<file path="src/rtl/mc_ctrl_fsm.sv">
// Multi-cycle MIPS control FSM: sequences IF/ID/EX/MEM/WB and drives datapath strobes.
// Optional feature macro: CTRL_ILLEGAL_TRAP_EN (unknown opcodes trap instead of acting as NOP).
module mc_ctrl_fsm #(
  parameter int TIMEOUT_W   = 8,
  parameter int TIMEOUT_MAX = 255
) (
  input  logic       clk,
  input  logic       rst_n,
  input  logic [5:0] opcode,
  input  logic       zero,
  input  logic       mem_ready,
  output logic       pc_wr,
  output logic       branch,
  output logic       jump,
  output logic       ir_wr,
  output logic       mem_rd,
  output logic       mem_wr,
  output logic       i_or_d,
  output logic       reg_wr,
  output logic       reg_dst,
  output logic       mem_to_reg,
  output logic [1:0] alu_src_b,
  output logic [1:0] alu_op,
  output logic [2:0] state,
  output logic       instr_done,
  output logic       mem_timeout
`ifdef CTRL_ILLEGAL_TRAP_EN
  ,
  output logic       illegal_op
`endif
);

  typedef enum logic [2:0] {
    S_IF   = 3'd0,
    S_ID   = 3'd1,
    S_EX   = 3'd2,
    S_MEM  = 3'd3,
    S_WB   = 3'd4,
    S_TRAP = 3'd7
  } state_e;

  localparam logic [5:0] OP_R    = 6'b000000;
  localparam logic [5:0] OP_ADDI = 6'b001000;
  localparam logic [5:0] OP_ORI  = 6'b001101;
  localparam logic [5:0] OP_LW   = 6'b100011;
  localparam logic [5:0] OP_SW   = 6'b101011;
  localparam logic [5:0] OP_BEQ  = 6'b000100;
  localparam logic [5:0] OP_J    = 6'b000010;

  state_e                 state_q, state_d;
  logic [TIMEOUT_W-1:0]   wait_q, wait_d;
  logic                   is_r_s, is_addi_s, is_ori_s, is_lw_s, is_sw_s, is_beq_s, is_j_s;
  logic                   known_s, wait_state_s, timeout_s;
  logic                   unused_zero_s;

  // The branch decision itself is made in the npc unit; the FSM never looks at zero.
  assign unused_zero_s = zero;

  assign is_r_s    = (opcode == OP_R);
  assign is_addi_s = (opcode == OP_ADDI);
  assign is_ori_s  = (opcode == OP_ORI);
  assign is_lw_s   = (opcode == OP_LW);
  assign is_sw_s   = (opcode == OP_SW);
  assign is_beq_s  = (opcode == OP_BEQ);
  assign is_j_s    = (opcode == OP_J);
  assign known_s   = is_r_s | is_addi_s | is_ori_s | is_lw_s | is_sw_s | is_beq_s;

  assign wait_state_s = (state_q == S_IF) || (state_q == S_MEM);
  assign timeout_s    = wait_state_s && !mem_ready && (wait_q == TIMEOUT_W'(TIMEOUT_MAX));

  always_ff @(posedge clk) begin
    if (!rst_n) begin
      state_q <= S_IF;
      wait_q  <= '0;
    end else begin
      state_q <= state_d;
      wait_q  <= wait_d;
    end
  end

  always_comb begin
    state_d = state_q;
    case (state_q)
      S_IF: begin
        if (timeout_s)      state_d = S_IF;
        else if (mem_ready) state_d = S_ID;
        else                state_d = S_IF;
      end
      S_ID: begin
        if (known_s)     state_d = S_EX;
        else if (is_j_s) state_d = S_IF;
        else begin
`ifdef CTRL_ILLEGAL_TRAP_EN
          state_d = S_TRAP;
`else
          state_d = S_IF;
`endif
        end
      end
      S_EX: begin
        if (is_r_s || is_addi_s || is_ori_s) state_d = S_WB;
        else if (is_lw_s || is_sw_s)         state_d = S_MEM;
        else                                 state_d = S_IF;
      end
      S_MEM: begin
        if (timeout_s)      state_d = S_IF;
        else if (mem_ready) state_d = is_lw_s ? S_WB : S_IF;
        else                state_d = S_MEM;
      end
      S_WB:   state_d = S_IF;
`ifdef CTRL_ILLEGAL_TRAP_EN
      S_TRAP: state_d = S_TRAP;
`endif
      default: state_d = S_IF;
    endcase
  end

  // Wait counter only advances while stalled in place; any progress or abort clears it.
  always_comb begin
    if (wait_state_s && !mem_ready && !timeout_s && (state_d == state_q)) begin
      wait_d = wait_q + {{(TIMEOUT_W-1){1'b0}}, 1'b1};
    end else begin
      wait_d = '0;
    end
  end

  always_comb begin
    pc_wr       = 1'b0;
    branch      = 1'b0;
    jump        = 1'b0;
    ir_wr       = 1'b0;
    mem_rd      = 1'b0;
    mem_wr      = 1'b0;
    i_or_d      = 1'b0;
    reg_wr      = 1'b0;
    reg_dst     = 1'b0;
    mem_to_reg  = 1'b0;
    alu_src_b   = 2'd0;
    alu_op      = 2'b00;
    mem_timeout = 1'b0;
    // Gating on rst_n keeps a mid-instruction reset from committing any write.
    if (rst_n) begin
      case (state_q)
        S_IF: begin
          mem_rd      = 1'b1;
          ir_wr       = mem_ready;
          mem_timeout = timeout_s;
        end
        S_ID: begin
          if (is_j_s) begin
            jump  = 1'b1;
            pc_wr = 1'b1;
          end else if (!known_s) begin
`ifdef CTRL_ILLEGAL_TRAP_EN
            pc_wr = 1'b0;
`else
            pc_wr = 1'b1;
`endif
          end else begin
            pc_wr = 1'b0;
          end
        end
        S_EX: begin
          if (is_r_s) begin
            alu_src_b = 2'd0;
            alu_op    = 2'b10;
          end else if (is_addi_s || is_lw_s || is_sw_s) begin
            alu_src_b = 2'd1;
            alu_op    = 2'b00;
          end else if (is_ori_s) begin
            alu_src_b = 2'd2;
            alu_op    = 2'b11;
          end else if (is_beq_s) begin
            alu_src_b = 2'd0;
            alu_op    = 2'b01;
            branch    = 1'b1;
            pc_wr     = 1'b1;
          end else begin
            alu_op    = 2'b00;
          end
        end
        S_MEM: begin
          i_or_d      = 1'b1;
          mem_rd      = is_lw_s;
          mem_wr      = is_sw_s;
          pc_wr       = is_sw_s & mem_ready;
          mem_timeout = timeout_s;
        end
        S_WB: begin
          reg_wr     = 1'b1;
          pc_wr      = 1'b1;
          reg_dst    = is_r_s;
          mem_to_reg = is_lw_s;
        end
        default: begin
          pc_wr = 1'b0;
        end
      endcase
    end else begin
      pc_wr = 1'b0;
    end
  end

  assign state      = state_q;
  assign instr_done = pc_wr;
`ifdef CTRL_ILLEGAL_TRAP_EN
  assign illegal_op = (state_q == S_TRAP);
`endif

endmodule
</file>
<file path="config.mk">
export PLATFORM = sky130hd
export DESIGN_NAME = mc_ctrl_fsm
export DESIGN_NICKNAME = d
export VERILOG_FILES = /design/src/rtl/mc_ctrl_fsm.sv
export SDC_FILE = /design/constraint.sdc
export NUM_CORES = 1
export LEC_CHECK = 0
export CAP_MARGIN = 25
export CORE_MARGIN = 8
export CORE_UTILIZATION = 50
export CTS_CLUSTER_DIAMETER = 80
export DETAILED_ROUTE_END_ITERATION = 6
export DONT_BUFFER_PORTS = 1
export HOLD_SLACK_MARGIN = 0.06
export SLEW_MARGIN = 0
export SYNTH_ARGS = -nofsm -noshare
export SYNTH_HDL_FRONTEND = slang
export SYNTH_SLANG_ARGS = --single-unit
</file>
<file path="constraint.sdc">
create_clock -name clk -period 2.9 [get_ports clk]
set_clock_uncertainty 0.1 [all_clocks]
set_input_delay 0.29 -clock clk [delete_from_list [all_inputs] [get_ports clk]]
set_output_delay 0.29 -clock clk [all_outputs]
set_load 0.01 [all_outputs]
</file>
==> flow_summary.yaml, run 1 <==
status:
  status: "finished clean"
floorplan:
  coreArea_mm2: 0.00149
  rows: 14
  dieArea_mm2: 0.00310
  io_pins: 29
  dieWidth_um: 55.6
  initial_utilization_pct: 52.8
  die_h_um: 55.6
global_route:
  grt_overflow: 0
  grt_pass1_wl_um: 3110
  grt_pass1_vias: 642
  grt_antenna_before_repair: 0
  grt_max_degree: 14
  grt_usage_pct: 12.2
worst_setup_path:
  crit_family: "simple AND/OR/NAND/NOR gates"
  cp-end-kind: "primary output"
  cpMaxStageDelayCell: "dfxtp_1"
  critPathMaxStageDelay_ps: 600
  required_ps: 2510
  cp_cell_sequence: "or3b_4 -> or4_4 -> nor2_1"
  rrSetupSlack_ps: 1210
  worst-path-max-fanout: 12
  cp.arrival_ps: 1980
  crit_buf_inv: 0
  critical_path_class: "reg2out"
  start_kind: "register"
sta:
  fmaxAchievable_mhz: 421
  setup_tns_ps: 0
  fin_crit_sh_pct: 81.9
  slew_headroom_pct: 56.6
  final_hold_viol_count: 0
  layout_setup_ws_ps: 526
  grt_setup_unrepaired: "no"
  setup_viol: 0
  tightest_slew_ps: 645
  drv_slew: 0
  period_minus_slack_ps: 2370
finish:
  fillCellCount: 160
  antenna_cells: 0
  fin_cells: 124
  syn2layout_area_growth_pct: 5.41
  final_cell_mix: "nor2_1, dfxtp_1, nand2_1, nand3_1"
  final_nets: 120
  layout_commonest_cell: "nor2_1"
  drive_above_1_share_pct: 6.48
placed_design:
  dp_hpwl_um: 1430
  dp.cells: 118
  pre_cts_slack_ps: 791
  io_buffers: 0
  place.gp.congestion: 0.784
clocking:
  clock_latency_ps: 260
  h-tree-depth: 1
  cts_hold_buf: 2
  cts.repair.resized: 0
  cts_buffers: 3
  cts_buffer_depth: 2
  cts_setup_buffers: 0
  clk_pin_slew_ps: 70
  cts-root-buf: "clkbuf_4"
  cts_tree: "done"
  cts_sinks: 11
logic_synthesis:
  async_flop_share_pct: 0
  synth_nets: 118
  synth_top_family_by_area: "simple AND/OR/NAND/NOR gates"
  yosysSeqAreaShare_pct: 28.0
  syn_inst: 107
  synth_area_um2: 786
  yosysUniqueCellTypes: 37
  synth_top_area_share_pct: 28.0
  synth_edf_count: 0
  synthFlopType: "dfxtp_1"
  muxShareOfSynthArea_pct: 0
  avgSynthCellArea_um2: 7.34
  yosys-top-cells-area: "dfxtp_1, nor2_1, xnor2_1"
  ys_warn_count: 0
  synth-xor-area-share_pct: 8.92
  ys_ff_latch: 11
  yosys.area.top_type: "dfxtp_1"
  synthAdderAreaFrac_pct: 1.59
  synth_compound_area_share_pct: 13.4
  synthSimpleGateAreaFrac_pct: 43.6
route:
  via_per_inst: 5.94
  drt_pass1_iterations: 4
  drc_errors: 0
  wl_met3_um: 226
  drtIter0Drc: 25
  top_layer_used: "met4"
  wl_um: 1850
  wl_per_cell_um: 14.9
  vias: 736
  ant_nets: 0
  drt-met1-wl_um: 858
  met2_length_um: 751
power:
  finalPower_w: 0.000293
  ir_worst_vdd_mv: 0.358
  power_leakage_nw: 0.285
  power_density_mw_per_mm2: 354
run:
  maxCapViolCount: 0
hold_path:
  hold_class: "in2reg"
area by class of cell:
| type | count | area, µm² | share of cell area (%) |
|---|---|---|---|
| Multi-Input combinational cell | 88 | 531 | 64.0 |
| Sequential cell | 11 | 220 | 26.6 |
| Clock buffer | 4 | 26.3 | 3.17 |
| Timing Repair Buffer | 2 | 20.0 | 2.42 |
| Tap cell | 16 | 20.0 | 2.42 |
| Inverter | 3 | 11.3 | 1.36 |
per-stage QoR:
step                hold slack, ps  cell area [µm²]  util [%]
floorplan                      292              786         -
global placement               299              782      52.5
detailed placement             302              782      52.5
CTS                           73.1              828      55.6
global route                  83.3              828      55.6
finish                        77.9              828      55.6
worst paths after layout:
kind                   from           end  cells past startpoint
setup / recovery   state[1]  alu_src_b[1]                      3
hold / removal    mem_ready      state[0]                      2
setup reg to reg   state[1]     wait_q[4]                      4
hold reg to reg   wait_q[0]     wait_q[0]                      1
worst register-to-register path: cells and delay by family, from the launching register on:
kind	cells	cell delay, ps
xor+xnor	1	110
simple gates	3	820
flops	1	600
sequential cells by signal, summed over array words and instances (netlist names):
signal	cells
wait_q	8
state	3
where the power goes:
group	internal [W]	switching, W
logic	0.0000140	0.0000181
registers	0.000153	0.00000436
clock network	0.0000532	0.0000501
total	0.000220	0.0000726
kinds of logic after synthesis:
| family | after synthesis |
|---|---|
| AOI/OAI and AO/OA | 16 |
| xor gates and xnor gates | 8 |
| adders and majority gates | 1 |
| buffers and inverters | 8 |
| DFF | 11 |
| and+or+nand+nor | 63 |
cells in the mapped netlist, drive strengths merged (4+ instances only):
library cell / instances
nor2: 20
xor2: 4
nand2b: 4
a21oi: 5
dfxtp: 11
nand3: 5
nand2: 9
xnor2: 4
layer usage:
layer	global-route usage, %	vias to the layer above
li1	-	380
met1	15.2	320
met2	16.7	34
met3	8.45	2
met4	2.11	0
met5	0	-
Note: power is estimated with default switching activity, not from simulation.
==> run 2: changes to the inputs <==
--- a/config.mk
+++ b/config.mk
@@ -12,6 +12,7 @@
 export DETAILED_ROUTE_END_ITERATION = 6
 export DONT_BUFFER_PORTS = 1
 export HOLD_SLACK_MARGIN = 0.06
+export PLACE_DENSITY = 0.68
 export SLEW_MARGIN = 0
 export SYNTH_ARGS = -nofsm -noshare
 export SYNTH_HDL_FRONTEND = slang
==> constraint.sdc (replaced) <==
create_clock -name clk -period 1.9 [get_ports clk]
set_clock_uncertainty 0.1 [all_clocks]
set_input_delay 0.19 -clock clk [delete_from_list [all_inputs] [get_ports clk]]
set_output_delay 0.19 -clock clk [all_outputs]
set_load 0.01 [all_outputs]
==> run 2 against run 1 <==
  * The run now ends with negative setup slack left
  * Flip-flop and latch count stayed put
  * Critical path depth is 1 higher
  * Register-to-register slack worse by 1100 ps
  * Largest power group unchanged
  * Hold slack better by 2.3 ps
  * Clock power is 51% higher
  * Non-clock buffer count is 15 higher
  * Setup slack worse by 680 ps
  * Count of clock-buffer cells in the layout stayed put
  * Wire length is 19% higher
==> flow_summary.yaml, run 2 (synthesis gave the netlist of run 1 again) <==
status:
  status: "complete, but fails checks"
  violations: "negative setup slack"
finish:
  syn2layout_area_growth_pct: 27.4
  final_cell_mix: "nor2_1, buf_4, dfxtp_1, nand2_1"
  drive_above_1_share_pct: 22.8
  final_nets: 135
  seqCellArea_um2: 221
  fillCellCount: 136
  largest-register: "wait_q"
  multi_input_area_um2: 581
  layout_commonest_cell: "nor2_1"
  antenna_cells: 0
  largest_reg_flops: 8
  fin_area_mm2: 0.00100
route:
  ant_nets: 0
  vias: 819
  wl_um: 2200
  wl_per_cell_um: 15.8
  via_per_inst: 5.89
  drc_errors: 0
  drtIter0Drc: 25
  drt_pass1_iterations: 4
hold_path:
  hold_class: "in2reg"
clocking:
  clk_pin_slew_ps: 70
  cts_buffer_depth: 2
  h-tree-depth: 1
  clock_latency_ps: 270
  cts-root-buf: "clkbuf_4"
  cts_tree: "done"
  cts_sinks: 11
  cts_buffers: 3
placed_design:
  place.gp.congestion: 0.829
  io_buffers: 0
  post_dp_cell_area_um2: 842
  dp_hpwl_um: 1590
global_route:
  grt_antenna_before_repair: 0
  grt_pass1_wl_um: 3660
  grt_pass1_vias: 805
  grt_usage_pct: 14.0
  grt_max_degree: 14
  grt_overflow: 0
worst_setup_path:
  cp.arrival_ps: 1770
  required_ps: 1610
  worst-path-max-fanout: 3
  start_kind: "register"
  cp-end-kind: "primary output"
  critical_path_class: "reg2out"
sta:
  fin_crit_sh_pct: 108
  fmaxAchievable_mhz: 486
  setup_viol: 5
  period_minus_slack_ps: 2060
  drv_slew: 0
  slew_headroom_pct: 66.9
  layout_setup_ws_ps: -156
  final_hold_viol_count: 0
  tightest_slew_ps: 494
  grt_setup_unrepaired: "yes"
floorplan:
  io_pins: 29
  die_h_um: 55.6
  initial_utilization_pct: 52.8
  coreArea_mm2: 0.00149
  dieArea_mm2: 0.00310
  dieWidth_um: 55.6
  rows: 14
run:
  maxCapViolCount: 0
power:
  power_density_mw_per_mm2: 462
  finalPower_w: 0.000463
  power_leakage_nw: 0.357
  ir_worst_vdd_mv: 0.395
[run 2: cell type report]
| class | instances | area share (%) |
|---|---|---|
| Sequential cell | 11 | 22.1 |
| Multi-Input combinational cell | 88 | 58.0 |
| Clock buffer | 4 | 2.63 |
| Timing Repair Buffer | 17 | 14.1 |
| Tap cell | 16 | 2.00 |
| Inverter | 3 | 1.13 |
[run 2: report_power, final]
part | internal, W | switching [W]
clock network | 0.0000813 | 0.0000747
registers | 0.000234 | 0.00000250
logic | 0.0000323 | 0.0000382
[run 2: timing repair]
item | CTS | global route
resized for setup | 6 | 7
cloned | 1 | 0
endpoints found under the hold margin | 3 | 2
pin swaps | 2 | 5
setup buffers | 1 | 2
setup endpoints to repair | 5 | 8
hold buffers | 4 | 1
[run 2: stage by stage]
step / utilization, % / setup TNS, ps / setup WS (ps) / hold slack (ps) / std cells
3_5_place_dp: 56.6 / 0 / 95.4 / 202 / 126
4_1_cts: 63.0 / -492 / -175 / 65.7 / 136
3_3_place_gp: 56.6 / 0 / 118 / 197 / 126
6_report: 67.2 / -429 / -156 / 80.2 / 139
5_1_grt: 67.2 / -757 / -210 / 102 / 139
2_1_floorplan: - / 0 / 10.3 / 192 / 107
[run 2: layer usage]
layer  global-route usage [%]  wire (µm)  part of all wire, %  vias up
met4                     2.11          8                 0.36        0
met5                        0          0                    0        -
met2                     22.6       1020                   46       34
met3                     7.08        245                   11        2
met1                     16.4        928                   42      372
li1                         -          -                    -      411
[run 2: critical path, cell delays in order, from the launching register on]
cell	delay (ps)
dfxtp_2	320
nand2b_4	130
or3b_4	390
or4_4	490
a21oi_4	170
[run 2: path summary, 6_finish.rpt]
path                                start   endpoint  slack [ps]  depth (start not counted)
worst max-delay path             state[2]  alu_op[1]        -160                          4
worst min register to register  wait_q[0]  wait_q[0]         360                          1
worst min-delay path            opcode[5]   state[1]          80                          3
worst max register to register   state[0]   state[2]         160                          6
==> run 3: changes to the inputs <==
--- a/config.mk
+++ b/config.mk
@@ -13,7 +13,7 @@
 export DONT_BUFFER_PORTS = 1
 export HOLD_SLACK_MARGIN = 0.06
 export PLACE_DENSITY = 0.68
-export SLEW_MARGIN = 0
+export SLEW_MARGIN = 10
 export SYNTH_ARGS = -nofsm -noshare
 export SYNTH_HDL_FRONTEND = slang
 export SYNTH_SLANG_ARGS = --single-unit
==> constraint.sdc (replaced) <==
create_clock -name clk -period 1.9 [get_ports clk]
set_clock_uncertainty 0.1 [all_clocks]
set_input_delay 0.38 -clock clk [delete_from_list [all_inputs] [get_ports clk]]
set_output_delay 0.38 -clock clk [all_outputs]
set_load 0.01 [all_outputs]
==> run 3 against run 2 <==
  * The run still ends with negative setup slack left
  * Combinational power increased by 14%
  * Cell count increased by 2.9%
  * Wire length up 13%
  * Register-to-register slack worse by 20 ps
  * Via count rose by 6.0%
  * Non-clock buffer count is 4 higher
  * Critical path depth is the same
==> flow_summary.yaml, run 3 (synthesis gave the netlist of run 1 again) <==
status:
  status: "complete, but fails checks"
  violations: "negative setup slack"
sta:
  period_minus_slack_ps: 2260
  grt_setup_unrepaired: "yes"
  slew_headroom_pct: 71.8
  drv_slew: 0
  tightest_slew_ps: 420
  setup_viol: 8
  layout_setup_ws_ps: -365
  final_hold_viol_count: 0
  fin_crit_sh_pct: 119
  fmaxAchievable_mhz: 442
finish:
  final_cell_mix: "buf_4, nor2_1, nand2_1, dfxtp_1, buf_6"
  syn2layout_area_growth_pct: 44.4
  largest_reg_flops: 8
  fin_cells: 143
  drive_above_1_share_pct: 40.2
  layout_commonest_cell: "buf_4"
  antenna_cells: 0
  largest-register: "wait_q"
  fin_area_mm2: 0.00113
  final_nets: 139
route:
  vias: 868
  via_per_inst: 6.07
  wl_um: 2470
  drt_pass1_iterations: 4
  drc_errors: 0
  drtIter0Drc: 18
  wl_per_cell_um: 17.3
  ant_nets: 0
worst_setup_path:
  critical_path_class: "reg2out"
  cp.arrival_ps: 1780
  reg2reg_depth: 7
  worst-path-max-fanout: 3
  cp-end-kind: "primary output"
  start_kind: "register"
  required_ps: 1420
clocking:
  cts_tree: "done"
  h-tree-depth: 1
  cts_buffers: 3
  cts_hold_buf: 0
  cts_sinks: 11
  clk_pin_slew_ps: 80
  cts_buffer_depth: 2
  clock_latency_ps: 280
  cts-root-buf: "clkbuf_4"
floorplan:
  dieWidth_um: 55.6
  coreArea_mm2: 0.00149
  initial_utilization_pct: 52.8
  io_pins: 29
  die_h_um: 55.6
  rows: 14
  dieArea_mm2: 0.00310
global_route:
  grt_overflow: 0
  grt_pass1_wl_um: 3620
  grt_max_degree: 14
  grt_usage_pct: 13.7
  grt_antenna_before_repair: 0
  grt_pass1_vias: 842
power:
  ir_worst_vdd_mv: 0.630
  power_density_mw_per_mm2: 428
  power_leakage_nw: 0.404
run:
  maxCapViolCount: 0
hold_path:
  hold_class: "in2reg"
  whs_path_depth: 1
placed_design:
  place.gp.congestion: 0.822
  dp.cells: 133
  dp_hpwl_um: 1610
  post_dp_cell_area_um2: 930
  io_buffers: 0
  pre_cts_slack_ps: -57.0
## run 3: cell count changes in the layout (fill, tap and decap cells not counted), moves of 2 or more
cell	before	now
buf_4	10	14
buf_6	1	7
dfxtp_1	10	8
dfxtp_2	1	3
dlygate4sd3_1	5	0
nor2_1	17	13
nor2_4	2	6
nor4_4	0	2
## run 3: worst paths after layout
path                            slack [ps]      start         to
worst max register to register         140   state[1]  wait_q[3]
worst min register to register         380  wait_q[0]  wait_q[0]
worst max-delay path                  -360   state[2]  alu_op[1]
worst min-delay path                   100  opcode[4]   state[1]
## run 3: worst max-delay path: stages, from the launching register on
cell	delay, ps
dfxtp_2	320
nand2b_4	140
or3b_4	390
or4_4	490
a21oi_4	170
## run 3: cell type report
cell class              count  area, µm²
fillers                   105        354
inverters                   3       11.3
clock buffers               4       26.3
well taps                  16       20.0
flip-flops and latches     11        224
repair buffers             21        184
multi-input cells          88        669
## run 3: where the power goes
group | switching, W | total [W] | internal, W
logic | 0.0000452 | 0.0000807 | 0.0000355
registers | 0.00000299 | 0.000237 | 0.000234
clock network | 0.0000861 | 0.000168 | 0.0000815
## run 3: timing repair
action / CTS / global route
setup endpoints to repair: 13 / 12
pin swaps: 6 / 6
resized for setup: 23 / 9
setup buffers: 5 / 1
## run 3: through the flow
step	total power, W	hold WS (ps)	util, %	TNS, ps
final	0.000485	98.8	76.2	-1830
after global routing	0.000500	97.5	76.2	-2220
after CTS	0.000476	98.5	73.0	-1720
after detailed placement	0.000305	349	62.4	-88.9
after global placement	0.000304	343	62.4	-61.2
after floorplan	0.000292	326	-	-331
## run 3: routing by layer
metal  track usage [%]  vias to the layer above  part of all wire, %
met5                 0                        -                    0
met4              2.11                        0                  1.1
met3              7.08                        2                  8.9
met2              22.9                       32                   49
met1              15.4                      411                   41
li1                  -                      423                    -
